--- src/rtl/aes_pkg.sv ---
// Shared constants, buffer FSM encoding and byte-pack helper for the AES block loader.
package aes_pkg;

    localparam int AES_BLK_BYTES = 16;
    localparam int AES_BLK_W     = 128;
    localparam int AES_IDX_W     = $clog2(AES_BLK_BYTES);

    typedef enum logic {
        FILL = 1'b0,
        FULL = 1'b1
    } aes_buf_state_e;

    // Appends one byte at the LSB end, so the first byte of a block ends up in the top byte.
    function automatic logic [AES_BLK_W-1:0] pack_byte(input logic [AES_BLK_W-1:0] acc,
                                                      input logic [7:0]           b);
        return {acc[AES_BLK_W-9:0], b};
    endfunction

endpackage

--- src/rtl/aes_byte_packer.sv ---
// One block buffer: shifts 16 key/state byte pairs MSB-first and checks in_last framing.
// Full from the cycle after the 16th pair until drained; loads are ignored while full.
module aes_byte_packer
    import aes_pkg::*;
(
    input  logic                 clk,
    input  logic                 rst,
    input  logic                 load,
    input  logic [7:0]           key_byte,
    input  logic [7:0]           state_byte,
    input  logic                 last,
    input  logic                 drain,
    output logic                 full,
    output logic                 done,
    output logic                 frame_err,
    output logic [AES_BLK_W-1:0] key,
    output logic [AES_BLK_W-1:0] state
);

    aes_buf_state_e       cur;
    aes_buf_state_e       nxt;
    logic [AES_IDX_W-1:0] idx;
    logic                 at_end;
    logic                 take;

    assign at_end = (idx == AES_IDX_W'(AES_BLK_BYTES - 1));
    assign take   = load && (cur == FILL);
    assign full   = (cur == FULL);

    always_ff @(posedge clk) begin
        if (rst) begin
            cur <= FILL;
        end else begin
            cur <= nxt;
        end
    end

    always_comb begin
        nxt       = cur;
        done      = 1'b0;
        frame_err = 1'b0;
        case (cur)
            FILL: begin
                if (take) begin
                    if (at_end) begin
                        // A missing in_last on the 16th pair is flagged but the block still ships.
                        nxt       = FULL;
                        done      = 1'b1;
                        frame_err = ~last;
                    end else if (last) begin
                        frame_err = 1'b1;
                    end
                end
            end
            FULL: begin
                if (drain) begin
                    nxt = FILL;
                end
            end
            default: nxt = FILL;
        endcase
    end

    // A short frame only rewinds the index; the stale bytes are overwritten by the next 16 pairs.
    always_ff @(posedge clk) begin
        if (rst) begin
            idx   <= '0;
            key   <= '0;
            state <= '0;
        end else if (take) begin
            key   <= pack_byte(key, key_byte);
            state <= pack_byte(state, state_byte);
            idx   <= (at_end || last) ? '0 : idx + 1'b1;
        end
    end

endmodule

--- src/rtl/aes_block_loader.sv ---
// Assembles 16 key/plaintext byte pairs into 128-bit blocks for the cipher core; core_valid one cycle after the 16th pair.
// in_ready drops while no buffer can fill; AES_LOADER_DBUF_EN adds a second (ping-pong) buffer.
module aes_block_loader
    import aes_pkg::*;
(
    input  logic                 clk,
    input  logic                 rst,
    input  logic                 in_valid,
    output logic                 in_ready,
    input  logic [7:0]           key_byte,
    input  logic [7:0]           state_byte,
    input  logic                 in_last,
    output logic                 core_valid,
    input  logic                 core_ready,
    output logic [AES_BLK_W-1:0] core_key,
    output logic [AES_BLK_W-1:0] core_state,
    output logic                 err,
    output logic [7:0]           blk_cnt
);

`ifdef AES_LOADER_DBUF_EN
    localparam int NBUF = 2;
`else
    localparam int NBUF = 1;
`endif

    logic                 wr_sel;
    logic                 rd_sel;
    logic [1:0]           buf_full;
    logic [1:0]           buf_done;
    logic [1:0]           buf_ferr;
    logic [AES_BLK_W-1:0] buf_key   [2];
    logic [AES_BLK_W-1:0] buf_state [2];
    logic                 core_fire;

    // Blocks complete and drain in the same order, so two toggling pointers suffice.
    assign in_ready   = ~rst & ~buf_full[wr_sel];
    assign core_valid = buf_full[rd_sel];
    assign core_key   = buf_key[rd_sel];
    assign core_state = buf_state[rd_sel];
    assign core_fire  = core_valid & core_ready;

    for (genvar g = 0; g < 2; g++) begin : g_buf
        if (g < NBUF) begin : g_inst
            aes_byte_packer u_packer (
                .clk        (clk),
                .rst        (rst),
                .load       (in_valid & in_ready & (wr_sel == 1'(g))),
                .key_byte   (key_byte),
                .state_byte (state_byte),
                .last       (in_last),
                .drain      (core_fire & (rd_sel == 1'(g))),
                .full       (buf_full[g]),
                .done       (buf_done[g]),
                .frame_err  (buf_ferr[g]),
                .key        (buf_key[g]),
                .state      (buf_state[g])
            );
        end else begin : g_tie
            assign buf_full[g]  = 1'b0;
            assign buf_done[g]  = 1'b0;
            assign buf_ferr[g]  = 1'b0;
            assign buf_key[g]   = '0;
            assign buf_state[g] = '0;
        end
    end

    always_ff @(posedge clk) begin
        if (rst) begin
            wr_sel  <= 1'b0;
            rd_sel  <= 1'b0;
            err     <= 1'b0;
            blk_cnt <= 8'd0;
        end else begin
            if (NBUF > 1 && buf_done[wr_sel]) begin
                wr_sel <= ~wr_sel;
            end
            if (NBUF > 1 && core_fire) begin
                rd_sel <= ~rd_sel;
            end
            if (|buf_ferr) begin
                err <= 1'b1;
            end
            if (core_fire) begin
                blk_cnt <= blk_cnt + 8'd1;
            end
        end
    end

endmodule

--- config.mk ---
export PLATFORM = sky130hd
export DESIGN_NAME = aes_block_loader
export DESIGN_NICKNAME = d
export VERILOG_FILES = /design/src/rtl/aes_pkg.sv /design/src/rtl/aes_byte_packer.sv /design/src/rtl/aes_block_loader.sv
export SDC_FILE = /design/constraint.sdc
export NUM_CORES = 1
export LEC_CHECK = 0
export CORE_MARGIN = 2
export CORE_UTILIZATION = 45
export CTS_CLUSTER_DIAMETER = 30
export DETAILED_ROUTE_END_ITERATION = 12
export DONT_BUFFER_PORTS = 1
export PLACE_DENSITY_LB_ADDON = 0.05
export SYNTH_ARGS = -nofsm -noshare
export SYNTH_HDL_FRONTEND = slang
export SYNTH_SLANG_ARGS = --single-unit
--- constraint.sdc ---
create_clock -name clk -period 2 [get_ports clk]
set_input_delay 0.3 -clock clk [delete_from_list [all_inputs] [get_ports clk]]
set_output_delay 0.3 -clock clk [all_outputs]
set_load 0.01 [all_outputs]
==> flow_metrics.env <==
export IMPL_async_flop_share_pct=0
export IMPL_avgViaCountPerCell=4.994
export IMPL_h_tree_depth=2
export IMPL_routedWlPerCell_microns=17.15
export IMPL_clkPwrFrac_pct=63.6
export IMPL_grt_pass1_vias=7550
export IMPL_synth_area_sq_mm=0.01051
export IMPL_io_pins=288
export IMPL_critPathArrivalTime_ps=2330
export IMPL_core_area_sq_mm=0.02278
export IMPL_crit_fanout=29
export IMPL_dieHeight_microns=156.8
export IMPL_post_cts_setup_buffers=0
export IMPL_powerDensity_mw_per_mm2=1263
export IMPL_drtAntennaViolNets=0
export IMPL_grt_max_degree=275
export IMPL_yosysMostFrequentCell="nand2_1"
export IMPL_nets=1224
export IMPL_cap_violations=0
export IMPL_gr_total_overflow=0
export IMPL_synth_edf_count=0
export IMPL_fmax_ghz=0.5416
export IMPL_status="complete, no violations"
export IMPL_p_comb_share_pct=2.7
export IMPL_cts_buffers=60
export IMPL_maxSlewHeadroom_pct=46.38
export IMPL_worstMarginPinSlew_ps=804.3
export IMPL_synthTopCellsByCount="nand2_1, dfxtp_1, nand3b_1"
export IMPL_num_antenna_cells=0
export IMPL_finalCriticalPeriod_ps=1846
export IMPL_peakVddDrop_v=0.0006890
export IMPL_synth_area_per_cell_sq_um=8.867
export IMPL_fin_setup_tns_ps=0
export IMPL_slew_violations=0
export IMPL_stdcell_area_sq_mm=0.01305
export IMPL_synth_top_area_share_pct=51.44
export IMPL_hp_class="in2reg"
export IMPL_clock_sinks=270
export IMPL_grt_pass1_wl_microns=41230
export IMPL_switching_power_w=0.003341
export IMPL_sw_frac_of_total_pct=20.28
export IMPL_leakage_nw=6.031
export IMPL_gp_congestion=0.7068
export IMPL_total_power_w=0.01647
export IMPL_placed_area_sq_mm=0.01054
export IMPL_area_delta_synth_final_pct=24.18
export IMPL_ys_warnings_count=0
export IMPL_synthCells=1185
export IMPL_yosysSeqAreaShare_pct=51.44
export IMPL_rows=55
export IMPL_clk_pin_slew_worst_paths_ps=50
export IMPL_fin_skew_ps=16.00
export IMPL_track_usage_pct=20.50
export IMPL_clock_latency_ps=540
export IMPL_yosysUniqueCellTypes=28
export IMPL_cts_path_max_buffers=3
export IMPL_drtIter0Drc=589
export IMPL_endpoint_kind="register"
export IMPL_synthFlopType="dfxtp_1"
export IMPL_rsz0062_at_grt="false"
export IMPL_required_ps=2480
export IMPL_cts_root_buf="clkbuf_16"
export IMPL_setup_viol=0
export IMPL_internal_power_w=0.01313
export IMPL_port_buffers=0
export IMPL_post_route_period_util_pct=92.31
export IMPL_synth_net_count=1209
export IMPL_drc=0
export IMPL_hold_viol_final=0
export IMPL_postRouteWirelength_microns=26780
export IMPL_place_detailed_hpwl_microns=15620
export IMPL_design_die_area_sq_mm=0.02459
export IMPL_synth_area_leaders="dfxtp_1, nand2_1, nand3b_1, nand3b_2, buf_6"
export IMPL_start_util_pct=46.13
export IMPL_path_class="reg2reg"
export IMPL_firstDrtPassIters=4
export IMPL_fp_dieW_microns=156.8
export IMPL_cts_tree="done"
export IMPL_num_vias=7795
export IMPL_start_kind="register"
export IMPL_ys_ff_latch=270
export IMPL_yosys_area_top_type="dfxtp_1"
export IMPL_drive_gt1_share_pct=17.79
export IMPL_p_seq_share_pct=33.7
export IMPL_antenna_found_initial=0
[kinds of logic (layout without fill, tap and decap cells)]
| group | after synthesis | in the layout | synth area share (%) |
|---|---|---|---|
| AO/OA/AOI/OAI | 19 | 19 | 0.9645 |
| adder cells (fa/ha/maj) | 3 | 3 | 0.3573 |
| buffers and inverters | 92 | 155 | 5.299 |
| AND/OR/NAND/NOR | 799 | 799 | 41.77 |
| flip-flops | 270 | 270 | 51.44 |
| XOR/XNOR | 2 | 2 | 0.1667 |
[path summary, 6_finish.rpt]
kind                                                 from  depth (start not counted)                                                to  slack, ps
max              g_buf[0].g_inst.u_packer.full$_SDFF_PP0_                          5          g_buf[0].g_inst.u_packer.full$_SDFF_PP0_        150
min                                                   rst                          2  g_buf[0].g_inst.u_packer.state[108]$_SDFFE_PP0N_         30
max reg2reg      g_buf[0].g_inst.u_packer.full$_SDFF_PP0_                          5          g_buf[0].g_inst.u_packer.full$_SDFF_PP0_        150
min reg2reg  g_buf[0].g_inst.u_packer.idx[1]$_SDFFE_PP0N_                          2      g_buf[0].g_inst.u_packer.idx[1]$_SDFFE_PP0N_        470
[timing repair]
item | CTS | global route
resized for setup | 0 | 3
endpoints found under the setup margin | 0 | 5
hold endpoints to repair | 270 | 98
hold buffers | 25 | 5
[metrics by stage]
| stage | utilization [%] | setup slack (ps) | hold slack (ps) | std cells |
|---|---|---|---|---|
| 2_1_floorplan | - | 598.2 | 399.0 | 1185 |
| 3_3_place_gp | 46.25 | 310.2 | 384.7 | 1421 |
| 3_5_place_dp | 46.25 | 279.5 | 386.1 | 1421 |
| 4_1_cts | 56.97 | 45.75 | -184.2 | 1556 |
| 5_1_grt | 57.29 | 42.17 | 5.204 | 1561 |
| 6_report | 57.29 | 153.7 | 27.49 | 1561 |
[power groups by stage]
stage / combinational [W] / clock (W) / sequential [W]
final: 0.000450 / 0.0105 / 0.00555
after global routing: 0.000487 / 0.0110 / 0.00555
after CTS: 0.000410 / 0.0107 / 0.00555
after detailed placement: 0.000384 / 0 / 0.00565
after global placement: 0.000384 / 0 / 0.00565
after floorplan: 0.000405 / 0 / 0.00562
[metal layers]
metal	wire [microns]	global-route usage [%]
met1	11370	25.43
met5	0	0
met3	3060	10.19
met4	327	5.723
met2	12020	31.47
[cell usage in the layout (no fill, tap or decap), types with 8 or more instances in the layout]
cell type / synthesis / layout
a21oi_1: 12 / 12
bufinv_16: 0 / 13
clkbuf_16: 0 / 61
clkbuf_8: 0 / 8
clkinv_2: 0 / 13
dfxtp_1: 270 / 267
dlygate4sd3_1: 0 / 29
nand2_1: 518 / 518
nand3b_1: 157 / 157
nand3b_2: 100 / 100
[sequential cells by signal (all words and copies together) (netlist names)]
| signal | count |
|---|---|
| g_buf.g_inst.u_packer.key | 128 |
| g_buf.g_inst.u_packer.state | 128 |
| blk_cnt | 8 |
| g_buf.g_inst.u_packer.idx | 4 |
| err | 1 |
| g_buf.g_inst.u_packer.full | 1 |
[worst max-delay path, cell delays in order (launching register included)]
cell           delay [ps]
dfxtp_2               380
nor3b_2               380
buf_12                240
nand2b_1              110
a21oi_1               130
dlygate4sd3_1         550
[cell type report]
type                            instances  area (sq um)
Clock inverter                         36         536.8
Clock buffer                           74          1655
Inverter                                4         15.01
Sequential cell                       270          5409
Timing Repair Buffer                   41         488.0
Multi-Input combinational cell        823          4553
Tap cell                              313         391.6
Fill cell                            2054          9729
Note: power is estimated with default switching activity, not from simulation.
